File: config.mk
export PLATFORM = sky130hd
export DESIGN_NAME = fir_coeff_tx_flat
export DESIGN_NICKNAME = d
export VERILOG_FILES = /design/src/rtl/fir_coeff_tx_if.sv /design/src/rtl/fir_coeff_tx.sv /design/src/flat_wrapper.sv
export SDC_FILE = /design/constraint.sdc
export NUM_CORES = 1
export LEC_CHECK = 0
export ABC_AREA = 1
export CORE_ASPECT_RATIO = 0.6
export CORE_MARGIN = 1.5
export CORE_UTILIZATION = 45
export DETAILED_ROUTE_END_ITERATION = 8
export HOLD_SLACK_MARGIN = 0.08
export PLACE_DENSITY = 0.61
export REMOVE_ABC_BUFFERS = 1
export SETUP_SLACK_MARGIN = 0.1
export SYNTH_ARGS = -nofsm -noshare
export SYNTH_HDL_FRONTEND = slang
export SYNTH_SLANG_ARGS = --single-unit
export TNS_END_PERCENT = 5
File: constraint.sdc
create_clock -name clk -period 5.91 [get_ports clk]
set_input_delay 1.182 -clock clk [delete_from_list [all_inputs] [get_ports clk]]
set_output_delay 1.182 -clock clk [all_outputs]
set_load 0.01 [all_outputs]
File: src/rtl/fir_coeff_tx_if.sv
// ============================================================================
// Module : fir_coeff_tx_if
// Brief  : Host-side valid/ready word port of the FIR coefficient transmitter.
// Rev    : 1.0
// ============================================================================
`default_nettype none

interface fir_coeff_tx_if #(
    parameter int BITS = 8
) ();
    logic            in_valid;
    logic            in_ready;
    logic [BITS-1:0] in_data;

    modport master (
        output in_valid,
        output in_data,
        input  in_ready
    );

    modport slave (
        input  in_valid,
        input  in_data,
        output in_ready
    );
endinterface

`default_nettype wire

File: src/rtl/fir_coeff_tx.sv
// ============================================================================
// Module : fir_coeff_tx
// Brief  : FIFO-buffered parallel-to-serial loader for bit-serial FIR taps.
//          Define FIR_COEFF_TX_LSB_FIRST_EN to serialize LSB first.
// Rev    : 1.0
// ============================================================================
`default_nettype none

module fir_coeff_tx #(
    parameter int BITS  = 8,
    parameter int DEPTH = 4,
    parameter int GAP   = 1
) (
    input  wire logic                     clk,
    input  wire logic                     rst_n,
    fir_coeff_tx_if.slave                 bus,
    output logic                          coeff_load_out,
    output logic                          coeff_out,
    output logic                          word_done,
    output logic                          busy,
    output logic [$clog2(DEPTH):0]        level
);

    localparam int c_PTR_W = $clog2(DEPTH);
    localparam int c_LVL_W = c_PTR_W + 1;
    localparam int c_BIT_W = (BITS > 1) ? $clog2(BITS) : 1;
    localparam int c_GAP_W = (GAP > 1) ? $clog2(GAP) : 1;

    typedef enum logic [1:0] {
        ST_IDLE = 2'd0,
        ST_SEND = 2'd1,
        ST_GAP  = 2'd2
    } state_t;

    state_t              r_state;
    logic [BITS-1:0]     r_mem [DEPTH];
    logic [c_PTR_W-1:0]  r_wr_ptr;
    logic [c_PTR_W-1:0]  r_rd_ptr;
    logic [c_LVL_W-1:0]  r_level;
    logic [BITS-1:0]     r_shreg;
    logic [c_BIT_W-1:0]  r_bit_cnt;
    logic [c_GAP_W-1:0]  r_gap_cnt;
    logic                r_load;
    logic                r_word_done;

    logic                w_full;
    logic                w_nonempty;
    logic                w_push;
    logic                w_pop;
    logic [BITS-1:0]     w_head;
    logic [BITS-1:0]     w_shreg_next;
    logic                w_serial_bit;

    assign w_full     = (r_level == c_LVL_W'(DEPTH));
    assign w_nonempty = (r_level != '0);
    assign w_push     = bus.in_valid && !w_full;
    // The FSM takes the head either from IDLE or on the last gap cycle.
    assign w_pop      = w_nonempty &&
                        ((r_state == ST_IDLE) ||
                         ((r_state == ST_GAP) && (r_gap_cnt == c_GAP_W'(GAP - 1))));
    assign w_head     = r_mem[r_rd_ptr];

`ifdef FIR_COEFF_TX_LSB_FIRST_EN
    assign w_shreg_next = {1'b0, r_shreg[BITS-1:1]};
    assign w_serial_bit = r_shreg[0];
`else
    assign w_shreg_next = {r_shreg[BITS-2:0], 1'b0};
    assign w_serial_bit = r_shreg[BITS-1];
`endif

    assign bus.in_ready   = !w_full;
    assign coeff_load_out = r_load;
    // The shift register drains to zero during SEND, so the line idles low.
    assign coeff_out      = w_serial_bit;
    assign word_done      = r_word_done;
    assign busy           = (r_state != ST_IDLE) || w_nonempty;
    assign level          = r_level;

    always_ff @(posedge clk) begin
        if (rst_n && w_push) begin
            r_mem[r_wr_ptr] <= bus.in_data;
        end
    end

    always_ff @(posedge clk) begin
        if (!rst_n) begin
            r_wr_ptr <= '0;
            r_rd_ptr <= '0;
            r_level  <= '0;
        end else begin
            if (w_push) begin
                r_wr_ptr <= r_wr_ptr + c_PTR_W'(1);
            end
            if (w_pop) begin
                r_rd_ptr <= r_rd_ptr + c_PTR_W'(1);
            end
            case ({w_push, w_pop})
                2'b10:   r_level <= r_level + c_LVL_W'(1);
                2'b01:   r_level <= r_level - c_LVL_W'(1);
                default: r_level <= r_level;
            endcase
        end
    end

    always_ff @(posedge clk) begin
        if (!rst_n) begin
            r_state     <= ST_IDLE;
            r_shreg     <= '0;
            r_bit_cnt   <= '0;
            r_gap_cnt   <= '0;
            r_load      <= 1'b0;
            r_word_done <= 1'b0;
        end else begin
            r_word_done <= 1'b0;
            case (r_state)
                ST_IDLE: begin
                    if (w_pop) begin
                        r_shreg   <= w_head;
                        r_bit_cnt <= '0;
                        r_load    <= 1'b1;
                        r_state   <= ST_SEND;
                    end
                end
                ST_SEND: begin
                    r_shreg   <= w_shreg_next;
                    r_bit_cnt <= r_bit_cnt + c_BIT_W'(1);
                    if (r_bit_cnt == c_BIT_W'(BITS - 1)) begin
                        r_gap_cnt   <= '0;
                        r_load      <= 1'b0;
                        r_word_done <= 1'b1;
                        r_state     <= ST_GAP;
                    end
                end
                ST_GAP: begin
                    if (r_gap_cnt == c_GAP_W'(GAP - 1)) begin
                        if (w_pop) begin
                            r_shreg   <= w_head;
                            r_bit_cnt <= '0;
                            r_load    <= 1'b1;
                            r_state   <= ST_SEND;
                        end else begin
                            r_state   <= ST_IDLE;
                        end
                    end else begin
                        r_gap_cnt <= r_gap_cnt + c_GAP_W'(1);
                    end
                end
                default: r_state <= ST_IDLE;
            endcase
        end
    end

endmodule

`default_nettype wire

File: src/flat_wrapper.sv
// flat-port wrapper written by rule: the top's interface ports become plain ports
module fir_coeff_tx_flat 
#(
    parameter int BITS  = 8,
    parameter int DEPTH = 4,
    parameter int GAP   = 1
)
  (clk, rst_n, coeff_load_out, coeff_out, word_done, busy, level, bus_in_valid, bus_in_data, bus_in_ready);
  fir_coeff_tx_if #(.BITS(BITS)) bus_i ();
  input  wire logic clk;
  input  wire logic rst_n;
  output logic coeff_load_out;
  output logic coeff_out;
  output logic word_done;
  output logic busy;
  output logic [$clog2(DEPTH):0] level;
  input wire logic [$bits(bus_i.in_valid)-1:0] bus_in_valid;
  input wire logic [$bits(bus_i.in_data)-1:0] bus_in_data;
  output wire logic [$bits(bus_i.in_ready)-1:0] bus_in_ready;
  assign bus_i.in_valid = bus_in_valid;
  assign bus_i.in_data = bus_in_data;
  assign bus_in_ready = bus_i.in_ready;
  fir_coeff_tx #(.BITS(BITS), .DEPTH(DEPTH), .GAP(GAP)) u_core (.clk(clk), .rst_n(rst_n), .bus(bus_i), .coeff_load_out(coeff_load_out), .coeff_out(coeff_out), .word_done(word_done), .busy(busy), .level(level));
endmodule
### After elaboration in Yosys (flattened, before gate mapping)

Memories as Yosys holds them, arrays and structs flattened. A register that Yosys moved wholly into a read port is not among the register bits.
Index checks and enable logic that the tools add are counted.

* $add $sub $neg: 6
* multipliers: 0
* divide/modulo/power cells: 0
* order comparisons: 0
* eq/ne operators: 9
* shifts and indexed selects: 0
* mux-type cells: 23
* bitwise logic cells: 1
* reductions and logical operators: 18

Operator list (count)
* 8-bit one-hot mux with 3 select lines: 1
* 8-bit two-way mux: 2
* 2-bit two-way mux: 5
* 3-bit one-hot mux with 3 select lines: 1
* 1-bit two-way mux: 8
* 3-bit by 1-bit adder with 3-bit output, second input constant: 2
* 3-bit equality test, second input constant: 2
* 3-bit two-way mux: 2
* 2-bit one-hot mux with 3 select lines: 1
* 3-bit one-hot mux with 2 select lines: 1
* 2-bit AND reduction: 3
* 3-bit AND reduction: 2
* 2-bit nonzero test: 3
* 3-bit nonzero test: 2
* 2-bit by 1-bit adder with 2-bit output, second input constant: 2
* 2-bit by 1-bit equality test with 1-bit output, second input constant: 2
* 2-bit equality test, second input constant: 2
* 1-bit logical AND: 4
* 2-bit by 1-bit != test with 1-bit output, second input constant: 2
* 1-bit one-hot mux with 3 select lines: 1
* 3-bit by 1-bit subtractor with 3-bit output, second input constant: 1
* 2-bit zero test: 1
* 1-bit logical OR: 2
* 2-bit != test, second input constant: 1
* other kinds (4): 4

* bits in registers: 23
* latch bits: 0
* memory bits (writable): 32
* ROM bits: 0
* input bits: 11
* output and inout bits: 8
* word-level logic and storage cells: 67
* memories kept: 1

Memory list
* u_core.r_mem: words 4, width 8, rd ports 1, clocked after Yosys merged registers in 1, write ports 1, RTL line fir_coeff_tx.sv:36 `logic [BITS-1:0] r_mem [DEPTH];`

### Logic depth before layout (Yosys ltp)

* depth in word-level cells: 7
* mapped depth: 11
* mapped depth without buffers: 10

### Least setup slack after synthesis

OpenSTA, ideal clock, no wires.

* kind: input to register
* start: input bus_in_valid
* end: register u_core.r_level[2], in the netlist u_core.level[2]
* setup time: 122 ps
* arrival time: 2269 ps
* path slack: 3519 ps
* cell stages on the path: 7
* path buffers: 0
* cells stage by stage: nand2_1 > ha_1 > fa_1 > a21oi_1 > o21ai_0 > o21ai_0 > a21oi_1

* word-level cells in the longest chain between the ends: 3

RTL lines
* start: declaration: RTL line flat_wrapper.sv:17 `input wire logic [$bits(bus_i.in_valid)-1:0] bus_in_valid;`
* 1-bit logical AND (*): RTL line fir_coeff_tx.sv:56 `assign w_push = bus.in_valid && !w_full;`
* 2-bit by 1-bit equality test with 1-bit output or 2-bit equality test (tied branches): RTL line fir_coeff_tx.sv:97 `case ({w_push, w_pop})`
* 3-bit one-hot mux with 2 select lines or 2-bit nonzero test (tied branches)
* end signal: assignment: RTL line fir_coeff_tx.sv:98 `2'b10: r_level <= r_level + c_LVL_W'(1);`
* end signal: assignment: RTL line fir_coeff_tx.sv:99 `2'b01: r_level <= r_level - c_LVL_W'(1);`
* end signal: assignment: RTL line fir_coeff_tx.sv:100 `default: r_level <= r_level;`
* end: declaration: RTL line fir_coeff_tx.sv:39 `logic [c_LVL_W-1:0] r_level;`

Mark *: on every way between the ends. The rest lies on a longest branch, timed or not.
A chain may end at the register's enable or synchronous reset.

### Final worst setup path

* start: input rst_n
* end: memory u_core.r_mem[1][5] (enable)

* word-level cells in the longest chain between the ends: 3

RTL lines
* start: declaration: RTL line flat_wrapper.sv:11 `input wire logic rst_n;`
* 1-bit logical AND: RTL line fir_coeff_tx.sv:80 `if (rst_n && w_push) begin`
* 1-bit two-way mux: RTL line fir_coeff_tx.sv:80
* 1-bit two-way mux (not written as such): RTL line fir_coeff_tx.sv:81 `r_mem[r_wr_ptr] <= bus.in_data;`
* end: declaration: RTL line fir_coeff_tx.sv:36

Every way passes these cells.

==> results.md <==
* Distinct cells, synth at 24
* Yosys top cell area share at 38.9%
* Post-DP HPWL at 3450 µm
* Root Driver: clkbuf_8
* Critical Path Start: rst_n
* Crit-path max FO at 13
* Final max-slew violation count at 0
* Worst Clk Skew at 0.00450 ns
* Mapped Area at 2470 µm²
* Flops & latches, synth at 56
* Synth Area per Inst at 9.42 µm²
* Setup Crit Path Kind: in -> reg
* Chip width at 98.6 µm
* VDD IR-drop max at 0.000218 V
* Final min period at 2.84 ns
* Core ar. at 5180 µm²
* DR iter-0 viols at 94
* First-pass GRT wire length at 7880 µm
* Vias in the first global route at 1548
* Initial antenna violation count at 0
* Status: completed
* Congestion Overflow GR at 0
* Register-to-register setup slack at 3.72 ns
* DR WL/cell at 13.8 µm
* Die area at 5950 µm²
* Fmax at 352 MHz
* Htree depth at 2
* Element type at the critical path end: flip-flop
* Endpoints failing hold at 0
* Area Growth Syn to Fin at 11.5%
* Ant. Diodes at 0
* MaxCap Viol Count at 0
* Initial core utilization at 47.7%
* Initial DRT Pass Iterations at 6
* # resized after CTS at 0
* Unrepaired setup endpoints after global routing: no
* Clock buffer depth at 2
* Worst reg2reg path endpoint: u_core.level[2]$_SDFFE_PN0P_
* Vias/cell at 4.88
* Non-Filler Instances at 344
* Die Height at 60.4 µm
* CP Launch Type: input port
* EDFF count, synth at 32
* Number of cell rows at 20
* Worst-path clk slew at 0.09 ns
* Post-synthesis sequential area ratio at 58.4%
* Relative slew slack at 51.7%
* Gp weighted congestion at 0.830
* Worst r2r src: u_core.level[1]$_SDFFE_PN0P_
* Hold Path Stages at 2
* Leakage at 1.18 nW
* PD cells at 442 nW/µm²
* Routed wire length at 4760 µm
* Required @ worst endpoint at 5.85 ns
* CTS tree: done
* Final worst path period share at 48.1%
* Final setup violation count at 0
* DP Cell Count at 336
* Synth top area cells: edfxtp_1 (39%), dfxtp_1 (19%), nand2_1 (8.2%)
* Fill count at 476
* TNS Setup at 0 ns
* Largest net degree at the start of global routing at 18
* Skew-Pair Late Insertion Delay at 0.30 ns
* Total track usage at 18.1%
* Share of post-route cells with drive strength above 1 at 8.27%
* Async SR Flop Fraction at 0%
* Synth area leader: edfxtp_1
* Synth cell count leaders: nand2_1 (54), inv_1 (44), edfxtp_1 (32)
* Num ports at 19
* I/O Buffers at 18
* ANT nets after route at 0
* Min-Delay Startpoint: u_core.r_rd_ptr[1]$_SDFFE_PN0P_
* Clock Sinks at 56
* Hold Buf Count CTS at 0
* CTS Buf Count at 5
* Reg2Reg Depth at 10
* Post-CTS setup buffer count at 0
* Main flop type after synthesis: edfxtp_1
* Yosys warnings at 0
* Least-Margin Pin Slew at 0.722 ns
* Post-synthesis cell count at 262
* Dominant cell by count in the synthesized netlist: nand2_1
* Final layout net count at 296
* Crit path arrival time at 2.78 ns
* Total number of vias at 1678
* Hold WC Path Type: reg -> reg
* DRC viols at 0
==> metrics by stage <==
step / hold slack, ns / worst slack (ns) / util [%] / power [W] / instance area, µm²
floorplan: 0.432 / 3.52 / - / 0.000839 / 2380
global placement: 0.462 / 2.80 / 51.0 / 0.000985 / 2640
detailed placement: 0.465 / 2.77 / 51.0 / 0.000988 / 2640
CTS: 0.479 / 3.09 / 53.1 / 0.00123 / 2750
global route: 0.506 / 2.94 / 53.1 / 0.00132 / 2750
finish: 0.476 / 3.07 / 53.1 / 0.00122 / 2750
==> routing by layer <==
layer / track usage (%) / share of wire [%]
met2: 24.1 / 37
met4: 4.29 / 0.78
met5: 0 / 0
met3: 4.03 / 7.4
met1: 29.4 / 54
==> area by class of cell <==
type | instances | area, µm² | area share, %
tap | 66 | 82.6 | 3.00
timing repair buffer | 18 | 180 | 6.55
multi-input combinational | 148 | 757 | 27.5
clock buffer | 6 | 72.6 | 2.64
inverter | 48 | 183 | 6.64
clock inverter | 2 | 35.0 | 1.27
sequential | 56 | 1440 | 52.4
==> sequential cells by signal, indices dropped and copies added (netlist names), named ones only <==
| register | count |
|---|---|
| u_core.r_state | 2 |
| u_core.r_rd_ptr | 2 |
| u_core.coeff_load_out | 1 |
| u_core.r_mem | 32 |
| u_core.r_wr_ptr | 2 |
| u_core.level | 3 |
| u_core.word_done | 1 |
| u_core.r_bit_cnt | 3 |
| u_core.r_shreg | 8 |
==> worst max-delay path by stage <==
stage	endpoint	slack (ns)	cells after the start
detailed placement	u_core.r_mem[1][5]$_DFFE_PP_	2.77	3
CTS	u_core.r_mem[1][5]$_DFFE_PP_	3.09	3
floorplan	u_core.level[2]$_SDFFE_PN0P_	3.52	7
global placement	u_core.r_mem[0][4]$_DFFE_PP_	2.80	3
global route	u_core.r_mem[1][4]$_DFFE_PP_	2.94	3
finish	u_core.r_mem[1][5]$_DFFE_PP_	3.07	3
==> critical path, cell delays in order <==
cell	delay (ns)
clkdlybuf4s50_1	0.71
nand3_1	0.26
nor2_1	0.62
==> placed cells by master, fill, tap and decap left out <==
cell,n
nand2_1,54
inv_1,44
edfxtp_1,32
nand3_1,27
dfxtp_1,24
clkdlybuf4s50_1,18
nor2_1,17
a21oi_1,16
o21ai_0,10
ha_1,7
nand2_2,5
clkbuf_8,5
inv_2,3
nor2_2,2
nand3_2,2
a21oi_2,2
nor3_1,2
nand2_4,1
nand4_1,1
inv_4,1
xor2_1,1
fa_1,1
bufinv_16,1
clkbuf_1,1
clkinvlp_2,1
==> where the power goes <==
part	leakage, nW	internal [W]	total, W	switching [W]
registers	0.488	0.000484	0.000545	0.0000612
clock network	0.0513	0.000125	0.000240	0.000115
logic	0.641	0.000162	0.000431	0.000269
total	1.18	0.000771	0.00122	0.000445
==> logic make-up after synthesis <==
| logic type | after synthesis | share of synthesized area (%) |
|---|---|---|
| AOI/OAI and AO/OA | 28 | 5.98 |
| xor gates and xnor gates | 1 | 0.355 |
| adders and majority gates | 8 | 4.36 |
| buffers and inverters | 58 | 10.9 |
| DFF | 56 | 58.4 |
| and+or+nand+nor | 111 | 20.0 |
Power figures use the tool's default switching activity.
